File: config.mk
export PLATFORM = sky130hd
export DESIGN_NAME = reload_counter
export DESIGN_NICKNAME = d
export VERILOG_FILES = /design/src/rtl/counter_pkg.sv /design/src/rtl/step_prescaler.sv /design/src/rtl/reload_counter.sv
export SDC_FILE = /design/constraint.sdc
export NUM_CORES = 1
export LEC_CHECK = 0
export ABC_AREA = 1
export BUFFER_PORTS_ARGS = -buffer_cell sky130_fd_sc_hd__buf_4
export CORE_MARGIN = 2
export CORE_UTILIZATION = 57
export CTS_CLUSTER_SIZE = 28
export DETAILED_ROUTE_END_ITERATION = 8
export MAX_ROUTING_LAYER = met4
export PLACE_DENSITY = 0.8
export RECOVER_POWER = 25
export SYNTH_ARGS = -nofsm -noshare
export SYNTH_HDL_FRONTEND = slang
export SYNTH_HIERARCHICAL = 1
export SYNTH_SLANG_ARGS = --single-unit
File: constraint.sdc
create_clock -name clock -period 2.23 [get_ports clock]
set_input_delay 0.446 -clock clock [delete_from_list [all_inputs] [get_ports clock]]
set_output_delay 0.446 -clock clock [all_outputs]
set_load 0.02 [all_outputs]
File: src/rtl/counter_pkg.sv
// Shared definitions for the reload counter family.
// Latency: n/a (types, constants and a pure function only).
// Backpressure: n/a.
package counter_pkg;

  localparam logic DIR_DOWN = 1'b0;
  localparam logic DIR_UP   = 1'b1;

  // Widest counter the terminal_value helper can describe.
  localparam int TV_MAX_W = 64;

  // Per-cycle mode priority of the counter:
  //   1. latch        : count and reload register take in_value, prescaler
  //                     cleared, tc dropped, any concurrent step discarded.
  //   2. tick         : prescaled step.
  //        count != T : count moves one towards T (modulo 2^WIDTH).
  //        count == T : auto_reload -> reload register,
  //                     else wrap   -> opposite boundary,
  //                     else hold   (one-shot / saturate).
  //   3. otherwise    : hold.
  // T is all ones when counting up and zero when counting down.
  // tc is raised for one cycle when a tick writes a next count equal to T.

  // Terminal value for a WIDTH-bit counter; callers cast to their width.
  function automatic logic [TV_MAX_W-1:0] terminal_value(input logic up, input int width);
    logic [TV_MAX_W-1:0] ones;
    ones = '1;
    if (up == DIR_UP) begin
      terminal_value = ones >> (TV_MAX_W - width);
    end else begin
      terminal_value = '0;
    end
  endfunction

endpackage

File: src/rtl/step_prescaler.sv
// Divides step requests: one tick every presc+1 accepted steps.
// Latency: tick is combinational from step and the registered prescale count.
// Backpressure: none; clear wins over step and suppresses the tick.
module step_prescaler
  import counter_pkg::*;
#(
  parameter int PRESC_W = 4
) (
  input  logic               clock,
  input  logic               reset_n,
  input  logic               clear,
  input  logic               step,
  input  logic [PRESC_W-1:0] presc,
  output logic               tick
);

  logic [PRESC_W-1:0] presc_cnt;
  logic               due;

  // >= rather than == so a presc lowered below the running count still fires.
  assign due  = (presc_cnt >= presc);
  assign tick = step && !clear && due;

  // Prescale count: cleared by clear, advances or restarts on each step.
  always_ff @(posedge clock or negedge reset_n) begin
    if (!reset_n) begin
      presc_cnt <= '0;
    end else if (clear) begin
      presc_cnt <= '0;
    end else if (step) begin
      presc_cnt <= due ? '0 : presc_cnt + PRESC_W'(1);
    end
  end

endmodule

File: src/rtl/reload_counter.sv
// Programmable up/down counter with prescaler, wrap/saturate and auto-reload.
// Latency: count and tc update one clock after latch / prescaled step.
// Backpressure: none; latch discards a concurrent step, step=0 holds.
module reload_counter
  import counter_pkg::*;
#(
  parameter int               WIDTH       = 8,
  parameter int               PRESC_W     = 4,
  parameter logic [WIDTH-1:0] RESET_VALUE = '0
) (
  input  logic               clock,
  input  logic               reset_n,
  input  logic               latch,
  input  logic [WIDTH-1:0]   in_value,
  input  logic               step,
  input  logic               up,
  input  logic               auto_reload,
  input  logic               wrap,
  input  logic [PRESC_W-1:0] presc,
  output logic [WIDTH-1:0]   count,
  output logic               zero,
  output logic               max,
  output logic               tc
);

  logic [WIDTH-1:0] reload_reg;
  logic [WIDTH-1:0] term;
  logic [WIDTH-1:0] next_count;
  logic             next_tc;
  logic             tick;

  step_prescaler #(
    .PRESC_W (PRESC_W)
  ) u_presc (
    .clock   (clock),
    .reset_n (reset_n),
    .clear   (latch),
    .step    (step),
    .presc   (presc),
    .tick    (tick)
  );

  assign term = WIDTH'(terminal_value(up, WIDTH));
  assign zero = (count == '0);
  assign max  = (count == '1);

  // Value a tick would write, and whether that write lands on the terminal.
  always_comb begin
    next_count = count;
    next_tc    = 1'b0;
    if (count != term) begin
      next_count = (up == DIR_UP) ? count + WIDTH'(1) : count - WIDTH'(1);
      next_tc    = (next_count == term);
    end else if (auto_reload) begin
      next_count = reload_reg;
      next_tc    = (reload_reg == term);
    end else if (wrap) begin
      // Wrapping leaves T for the opposite boundary, so never a tc.
      next_count = (up == DIR_UP) ? '0 : '1;
    end
    // Otherwise saturate: hold at T with no repeated tc.
  end

  // Count, reload register and terminal-count pulse.
  always_ff @(posedge clock or negedge reset_n) begin
    if (!reset_n) begin
      count      <= RESET_VALUE;
      reload_reg <= RESET_VALUE;
      tc         <= 1'b0;
    end else if (latch) begin
      count      <= in_value;
      reload_reg <= in_value;
      tc         <= 1'b0;
    end else if (tick) begin
      count      <= next_count;
      tc         <= next_tc;
    end else begin
      tc         <= 1'b0;
    end
  end

endmodule

After elaboration in Yosys (flattened, before gate mapping)
Cells that the tools add are included.
- register bits: 21
- bits of input ports: 19
- word-level logic and storage cells: 35
- $add $sub $neg: 3
- $lt $le $gt $ge: 1
- eq/ne operators: 4
- mux-type cells: 15
- reductions and logical operators: 8
- operator list (kind ; number):
    8-bit two-way mux ; 8
    8-bit equality test ; 2
    4-bit two-way mux ; 3
    8-bit by 1-bit adder with 8-bit output, second input constant ; 1
    8-bit equality test, second input constant ; 1
    8-bit zero test ; 1
    8-bit inequality test ; 1
    8-bit by 1-bit subtractor with 8-bit output, second input constant ; 1
    4-bit by 1-bit adder with 4-bit output, second input constant ; 1
    4-bit >= comparator ; 1
    1-bit two-way mux ; 4
    2-bit nonzero test ; 2
    4-bit nonzero test ; 1
    1-bit logical AND ; 2
    2-bit AND reduction ; 1
    1-bit zero test ; 1

Longest topological paths before layout
Gate-level depths: netlist of run 1.
- depth in word-level cells: 6
- gate-level depth with buffers: 14
- depth with buffers taken out: 14

Hierarchy
Netlist of run 1, hierarchy kept.
- modules (own cells, without submodules) (module ; instances ; cells an instance ; area each (um2) ; seq. area each (um2)):
    reload_counter ; 1 ; 223 ; 1496.4 ; 425.4
    step_prescaler ; 1 ; 48 ; 342.8 ; 100.1

Worst setup path after synthesis of run 1
No wires, ideal clock.
- kind: in2reg
- start: input port up
- end: register count[0]
- setup time: 0.131 ns
- arrival time: 1.744 ns
- slack: 0.355 ns
- cell stages on the path: 9
- buffers on the path: 0
- path through: inv_2 > ha_1 > nand2_1 > nor3_2 > nand2_2 > o21ai_4 > nand2_4 > nand3_1 > o211ai_1
- word-level cells in the longest chain between the ends: 6
- elaborated cells on any way between the ends: 11
- RTL lines (what ; line ; RTL):
    start, declared ; reload_counter.sv:16 ; input logic up,
    8-bit two-way mux ; reload_counter.sv:59 ; next_count = (up == DIR_UP) ? '0 : '1;
    8-bit two-way mux ; reload_counter.sv:57 ; end else if (wrap) begin
    8-bit two-way mux ; reload_counter.sv:54 ; end else if (auto_reload) begin
    8-bit two-way mux ; reload_counter.sv:51 ; if (count != term) begin
    8-bit two-way mux ; reload_counter.sv:74 ; end else if (tick) begin
    8-bit two-way mux ; reload_counter.sv:70 ; end else if (latch) begin
    end signal, assigned ; reload_counter.sv:71 ; count <= in_value;
    end signal, assigned ; reload_counter.sv:75 ; count <= next_count;
    end, declared ; reload_counter.sv:20 ; output logic [WIDTH-1:0] count,
Several ways; a longest one is shown, not always the timed one. The select of a mux whose other input is x is not followed.
A chain may end at the register's enable or synchronous reset.

Worst setup path in the final report of run 1
- start: register count[0]
- end: register tc
- word-level cells in the longest chain between the ends: 6
- elaborated cells on any way between the ends: 8
- RTL lines (what ; line ; RTL):
    8-bit by 1-bit subtractor with 8-bit output or 8-bit by 1-bit adder with 8-bit output (tied branches) ; reload_counter.sv:52 ; next_count = (up == DIR_UP) ? count + WIDTH'(1) : count - WIDTH'(1);
    8-bit two-way mux ; reload_counter.sv:52 ;
    8-bit equality test ; reload_counter.sv:53 ; next_tc = (next_count == term);
    1-bit two-way mux * ; reload_counter.sv:51 ;
    1-bit two-way mux * ; reload_counter.sv:74 ;
    1-bit two-way mux * ; reload_counter.sv:70 ;
    end signal, assigned ; reload_counter.sv:76 ; tc <= next_tc;
    end, declared ; reload_counter.sv:23 ; output logic tc
Mark *: on every way between the ends. The rest lies on a longest branch, timed or not.

==> flow_metrics.env, run 1 <==
export IMPL_setup_ws_ps=259.4
export IMPL_p_per_area_mw_per_mm2=664.9
export IMPL_crit_arrival_ps=2200
export IMPL_core_area_mm2=0.003053
export IMPL_cap_viol_max_count=0
export IMPL_dieArea_mm2=0.003697
export IMPL_grt_start_max_net_pins=22
export IMPL_peakVddDrop_uv=358.7
export IMPL_clk_pin_slew_worst_paths_ps=120
export IMPL_p_int_w=0.0007913
export IMPL_r2r_end="tc"
export IMPL_wl_per_cell_um=12.24
export IMPL_antenna_found_initial=0
export IMPL_die_h_um=60.81
export IMPL_vias_per_cell=5.177
export IMPL_drt_initial_drc_count=86
export IMPL_cpPeakStageDelay_ps=500
export IMPL_start_util=0.6025
export IMPL_status="complete, no violations"
export IMPL_cts_root_buf="clkbuf_4"
export IMPL_detailedPlace_worstSlack_ps=26.20
export IMPL_cts_resized=0
export IMPL_slew_headroom=0.2570
export IMPL_combPwrFrac=0.526
export IMPL_cp_start_kind="flop"
export IMPL_final_cell_mix="nand2_1 (90), buf_4 (33), inv_1 (31)"
export IMPL_cp_top_family="simple AND/OR/NAND/NOR gates"
export IMPL_worst_hold_slack_ps=320.2
export IMPL_hold_viol_final=0
export IMPL_tritoncts="done"
export IMPL_worstMarginPinSlew_ps=1114
export IMPL_drive_gt1_frac=0.1732
export IMPL_grt_pass1_vias=1600
export IMPL_worst_path_buf_inv=0
export IMPL_dp_hpwl_um=3460
export IMPL_slowest_stage="dfrtp_1"
export IMPL_remaining_drc_errors=0
export IMPL_timing_rr_start="count[0]"
export IMPL_net_switching_power_w=0.0006479
export IMPL_rows=20
export IMPL_worstPathCellList="fa_1 > nand2_1 > nand2_1 > nand3_1 > nand2_1 > nand2_1 > nand2_1 > nor2_1 > nand2_1 > nand2_1 > nand2_1 > a21oi_1"
export IMPL_placed_cell_area_mm2=0.002142
export IMPL_fin_nets=340
export IMPL_syn_area_per_cell_um2=6.787
export IMPL_drt_total_wl_um=4283
export IMPL_hold_buffers=0
export IMPL_seq_power_share=0.343
export IMPL_synth_seq_cells=21
export IMPL_slew_viol_final=0
export IMPL_crit_fanout=7
export IMPL_clock_skew_ps=6.369
export IMPL_ys_types=37
export IMPL_ys_seq_area_frac=0.2857
export IMPL_cp_end_kind="flop"
export IMPL_finalCritPeriodShare=0.8837
export IMPL_required_ps=2460
export IMPL_cpMostUsedCell="nand2_1"
export IMPL_h_tree_depth=1
export IMPL_crit_type="reg2reg"
export IMPL_final_antenna_net_count=0
export IMPL_swShare=0.4502
export IMPL_power_frac_clock=0.130
export IMPL_final_common_cell="nand2_1"
export IMPL_min_path_type="in2async"
export IMPL_dr_pass1_iters=4
export IMPL_clock_latency_ps=300
export IMPL_ios=30
export IMPL_setup_viol=0
export IMPL_postCtsSetupBuffers=0
export IMPL_overflow=0
export IMPL_routabilityCongestion=0.9132
export IMPL_rsz0062_at_grt="false"
export IMPL_vias=1812
export IMPL_cts_buffers=3
export IMPL_numPortBuffers=29
export IMPL_yosysWarnings=6
export IMPL_synth_cells=271
export IMPL_post_route_min_period_ps=1971
export IMPL_grt_pass1_wl_um=7072
export IMPL_synthesis_area_mm2=0.001839
export IMPL_cts_sinks=21
export IMPL_area_growth_pct=17.69
export IMPL_num_antenna_cells=0
export IMPL_worstRegToRegCells=12
export IMPL_dieWidth_um=60.81
export IMPL_clockBufferDepth=2
export IMPL_postLayoutCellArea_mm2=0.002165
export IMPL_max_freq_ghz=0.5075
export IMPL_leakage_nw=1.158
export IMPL_reg2reg_slack_ps=260
export IMPL_grtUsageTotal=0.2640
export IMPL_tns_ps=0
export IMPL_syn_nets=304
## routing by layer
| metal | vias up | wire (µm) | global-route usage |
|---|---|---|---|
| met4 | 0 | 82 | 0.07453 |
| met5 | - | 0 | - |
| met2 | 29 | 2073 | 0.4347 |
| met1 | 823 | 2024 | 0.3449 |
| li1 | 954 | - | - |
| met3 | 6 | 102 | 0.02772 |
## how the worst max path moves through the flow
stage	startpoint	depth (start not counted)	endpoint
after floorplan	up	9	count[0]
after global placement	up	14	tc
after detailed placement	up	14	tc
after CTS	count[0]	12	tc
after global routing	count[0]	12	tc
final	count[0]	12	tc
## per-stage QoR
| stage | utilization | std cells | total power, W |
|---|---|---|---|
| detailed placement | 0.7016 | 346 | 0.001256 |
| finish | 0.7090 | 350 | 0.001439 |
| global route | 0.7090 | 350 | 0.001567 |
| global placement | 0.7016 | 346 | 0.001252 |
| CTS | 0.7102 | 350 | 0.001444 |
| floorplan | - | 271 | 0.001020 |
## synthesized netlist by cell type
master	instances	area (µm²)
xnor2_1	1	8.760
o41ai_1	1	8.760
or2_2	1	6.260
nand2_1	90	337.8
o21ai_0	8	40.04
nand4_1	5	31.28
nor3_2	2	20.02
nand2_2	3	18.77
nor2_2	3	18.77
clkinv_4	1	8.760
buf_4	1	7.510
nand3_2	1	10.01
inv_1	31	116.4
o211ai_1	1	7.510
nor2_1	19	71.32
o21ai_2	1	8.760
a21oi_1	14	70.07
buf_2	1	5.000
buf_6	1	11.26
xor2_1	2	17.52
inv_2	1	3.750
fa_1	1	20.02
o21ai_4	1	16.27
a21boi_0	4	30.03
buf_1	1	3.750
and3_1	1	6.260
o21ai_1	3	15.01
nor3_4	1	16.27
or2_1	3	18.77
nor4_1	2	12.51
ha_1	13	162.7
nand2_4	1	11.26
nand3_1	23	115.1
dfrtp_1	21	525.5
o21bai_1	4	30.03
a21boi_1	3	22.52
nor3_1	1	5.000
## logic make-up (layout without fill, tap and decap cells)
kind of cell             Yosys count  in the layout  synth area share
buffers and inverters             37             72           0.08503
adder cells (fa/ha/maj)           14             14           0.09932
AND/OR/NAND/NOR                  156            156            0.3803
AO/OA/AOI/OAI                     40             40            0.1354
XOR/XNOR                           3              3           0.01429
flip-flops                        21             21            0.2857
## power by group through the flow
stage | clock, W | combinational [W] | sequential (W)
3_3_place_gp | 0 | 0.000750 | 0.000502
6_report | 0.000187 | 0.000758 | 0.000494
4_1_cts | 0.000190 | 0.000761 | 0.000493
3_5_place_dp | 0 | 0.000756 | 0.000500
2_1_floorplan | 0 | 0.000495 | 0.000526
5_1_grt | 0.000207 | 0.000861 | 0.000500
## layout make-up
cell class                      count  area [µm²]
Inverter                           33       128.9
Clock buffer                        4       26.28
Fill cell                         287       888.4
Multi-Input combinational cell    213        1157
Tap cell                           44       55.05
Timing Repair Buffer               35       271.5
Sequential cell                    21       525.5
## worst register-to-register path: stages (launching register included)
cell,delay [ps]
dfrtp_1,500
fa_1,470
nand2_1,80
nand2_1,90
nand3_1,120
nand2_1,80
nand2_1,70
nand2_1,70
nor2_1,110
nand2_1,60
nand2_1,60
nand2_1,50
a21oi_1,150
Note: power is estimated with default switching activity, not from simulation.
==> inputs of run 2 (changes only) <==
CORE_UTILIZATION = 56   (was 57)
SYNTH_HIERARCHICAL = unset   (was 1)
==> run 2 against run 1 <==
  * Register-to-register slack worse by 80 ps
  * Clock power about the same
  * Critical path depth rose by 3
  * Via count fell by 0.77%
  * Area after synthesis fell by 3.3%
  * Final cell count fell by 1.1%
  * Core utilization is 1.5 points lower
  * Sequential cell count did not move
  * Final area down 2.9%
  * Count of clock-buffer cells in the layout is 1 lower
  * Critical path type unchanged
  * Largest cell class unchanged
==> flow_metrics.env, run 2 <==
export IMPL_ys_types=30
export IMPL_grtUsageTotal=0.2829
export IMPL_placed_cell_area_mm2=0.002068
export IMPL_remaining_drc_errors=0
export IMPL_core_area_mm2=0.003028
export IMPL_synth_enable_flop_cells=0
export IMPL_async_reset_ff_frac=1.000
export IMPL_drt_total_wl_um=4402
export IMPL_drt_initial_drc_count=106
export IMPL_slew_headroom=0.2261
export IMPL_area_growth_pct=18.23
export IMPL_fin_nets=336
export IMPL_combPwrFrac=0.538
export IMPL_leakage_nw=1.167
export IMPL_synth_compound_area_share=0.07811
export IMPL_yosys_area_share_simple=0.4117
export IMPL_required_ps=2480
export IMPL_dr_wl_met3_um=196
export IMPL_cts_sinks=21
export IMPL_cp_start_kind="flop"
export IMPL_slew_viol_final=0
export IMPL_synth_xor_area_frac=0.02885
export IMPL_seq_area_um2=525.5
export IMPL_vias=1798
export IMPL_yosys_area_share_adder=0.1027
export IMPL_start_util=0.5872
export IMPL_final_antenna_net_count=0
export IMPL_grt_pass1_vias=1648
export IMPL_routabilityCongestion=0.9511
export IMPL_antenna_found_initial=0
export IMPL_tritoncts="done"
export IMPL_multiInputGateArea_mm2=0.001105
export IMPL_syn_area_per_cell_um2=6.684
export IMPL_syn_nets=299
export IMPL_status="complete, no violations"
export IMPL_crit_fanout=5
export IMPL_post_route_min_period_ps=2046
export IMPL_max_freq_ghz=0.4887
export IMPL_cts_resized=0
export IMPL_synth_top_cell_area_share=0.2956
export IMPL_cts_buffers=3
export IMPL_vias_per_cell=5.197
export IMPL_dr_pass1_iters=4
export IMPL_setup_viol=0
export IMPL_ys_seq_area_frac=0.2956
export IMPL_wirelength_met1_um=2029
export IMPL_p_int_w=0.0008036
export IMPL_fillers=277
export IMPL_finalCritPeriodShare=0.9175
export IMPL_clock_skew_ps=7.697
export IMPL_net_switching_power_w=0.0006515
export IMPL_cap_viol_max_count=0
export IMPL_postLayoutCellArea_mm2=0.002102
export IMPL_worstMarginPinSlew_ps=1161
export IMPL_grt_start_max_net_pins=22
export IMPL_p_per_area_mw_per_mm2=692.2
export IMPL_top_layer="met4"
export IMPL_cts_root_buf="clkbuf_4"
export IMPL_cp_end_kind="flop"
export IMPL_final_cell_mix="nand2_1 (100), buf_4 (35), inv_1 (27)"
export IMPL_tns_ps=0
export IMPL_synth_top_family_by_area="simple AND/OR/NAND/NOR gates"
export IMPL_swShare=0.4477
export IMPL_h_tree_depth=1
export IMPL_peakVddDrop_uv=400.7
export IMPL_synth_seq_cells=21
export IMPL_synth_area_leaders="dfrtp_1 (30%), nand2_1 (21%), ha_1 (9.1%)"
export IMPL_synth_most_common_cell="nand2_1"
export IMPL_seq_power_share=0.332
export IMPL_yosys_area_top_type="dfrtp_1"
export IMPL_clk_pin_slew_worst_paths_ps=120
export IMPL_num_antenna_cells=0
export IMPL_crit_arrival_ps=2300
export IMPL_hold_buffers=1
export IMPL_yosysWarnings=0
export IMPL_numPortBuffers=29
export IMPL_rows=20
export IMPL_dp_hpwl_um=3672
export IMPL_clock_latency_ps=320
export IMPL_synth_cells=266
export IMPL_min_path_type="in2reg"
export IMPL_synthesis_area_mm2=0.001778
export IMPL_wl_per_cell_um=12.72
export IMPL_clockBufferDepth=2
export IMPL_die_h_um=60.35
export IMPL_ios=30
export IMPL_power_frac_clock=0.129
export IMPL_final_common_cell="nand2_1"
export IMPL_hold_viol_final=0
export IMPL_postCtsSetupBuffers=0
export IMPL_crit_type="reg2reg"
export IMPL_met2WireLength_um=2071
export IMPL_rsz0062_at_grt="false"
export IMPL_overflow=0
export IMPL_grt_pass1_wl_um=7376
export IMPL_drive_gt1_frac=0.1755
export IMPL_synth_main_ff_cell="dfrtp_1"
export IMPL_dieWidth_um=60.35
export IMPL_synth_mux_area_frac=0
export IMPL_synthTopCellsByCount="nand2_1 (100), inv_1 (27), nor2_1 (25)"
export IMPL_dieArea_mm2=0.003642
## run 2: cell types whose count changed after synthesis, sizes merged, moves of 5 or more
cell    delta
nand2      +9
o21ai      -5
nand3      -5
nor2       +5
a21boi     -7
## run 2: layer usage
metal  GRT usage  vias to the layer above
met5           -                        -
met4      0.1048                        0
met3     0.02772                        9
met2      0.4503                       47
met1      0.3748                      808
li1            -                      934
## run 2: power groups by stage
stage,sequential [W],clock [W],combinational [W]
2_1_floorplan,0.000521,0,0.000495
3_3_place_gp,0.000489,0,0.000773
3_5_place_dp,0.000491,0,0.000780
4_1_cts,0.000483,0.000198,0.000784
5_1_grt,0.000491,0.000207,0.000882
6_report,0.000483,0.000188,0.000783
## run 2: path summary, 6_finish.rpt
path	start	end	slack, ps	cells past startpoint
worst max-delay path	count[1]	tc	180	15
worst min-delay path	in_value[1]	reload_reg[1]	340	3
worst max register to register	count[1]	tc	180	15
worst min register to register	reload_reg[3]	reload_reg[3]	550	2
max in group asynchronous	reset_n	count[3]	670	2
min in group asynchronous	reset_n	u_presc.presc_cnt[0]	860	2
## run 2: cell type report
| cell class | instances | share of cell area |
|---|---|---|
| Tap cell | 44 | 0.02619 |
| Clock inverter | 1 | 0.002381 |
| Sequential cell | 21 | 0.2500 |
| Clock buffer | 3 | 0.01071 |
| Multi-Input combinational cell | 210 | 0.5256 |
| Inverter | 30 | 0.05357 |
| Timing Repair Buffer | 37 | 0.1315 |
## run 2: cells by family after synthesis
logic type                 after synthesis
xor gates and xnor gates                 5
buffers and inverters                   35
and+or+nand+nor                        165
adders and majority gates               14
DFF                                     21
AOI/OAI and AO/OA                       26
## run 2: stage by stage
step	setup slack (ps)	cells	hold slack, ps	utilization	power, W
6_report	183.9	346	342.9	0.6942	0.001455
5_1_grt	18.45	346	337.2	0.6942	0.001580
4_1_cts	167.3	346	325.7	0.6955	0.001465
3_5_place_dp	-2.385	341	342.5	0.6831	0.001271
3_3_place_gp	54.84	341	345.9	0.6831	0.001262
2_1_floorplan	268.9	266	150.4	-	0.001017
## run 2: worst max-delay path: stages (launching register included)
cell and delay (ps):
dfrtp_1 470, inv_1 110, fa_1 440, inv_1 70
nand2_1 50, nand2_1 80, nand2_1 60, inv_1 50
nand2_1 50, nand2_1 90, nand2_1 50, nor2_1 150
nand2_1 70, nand2_1 50, nand2_1 40, a21oi_1 120
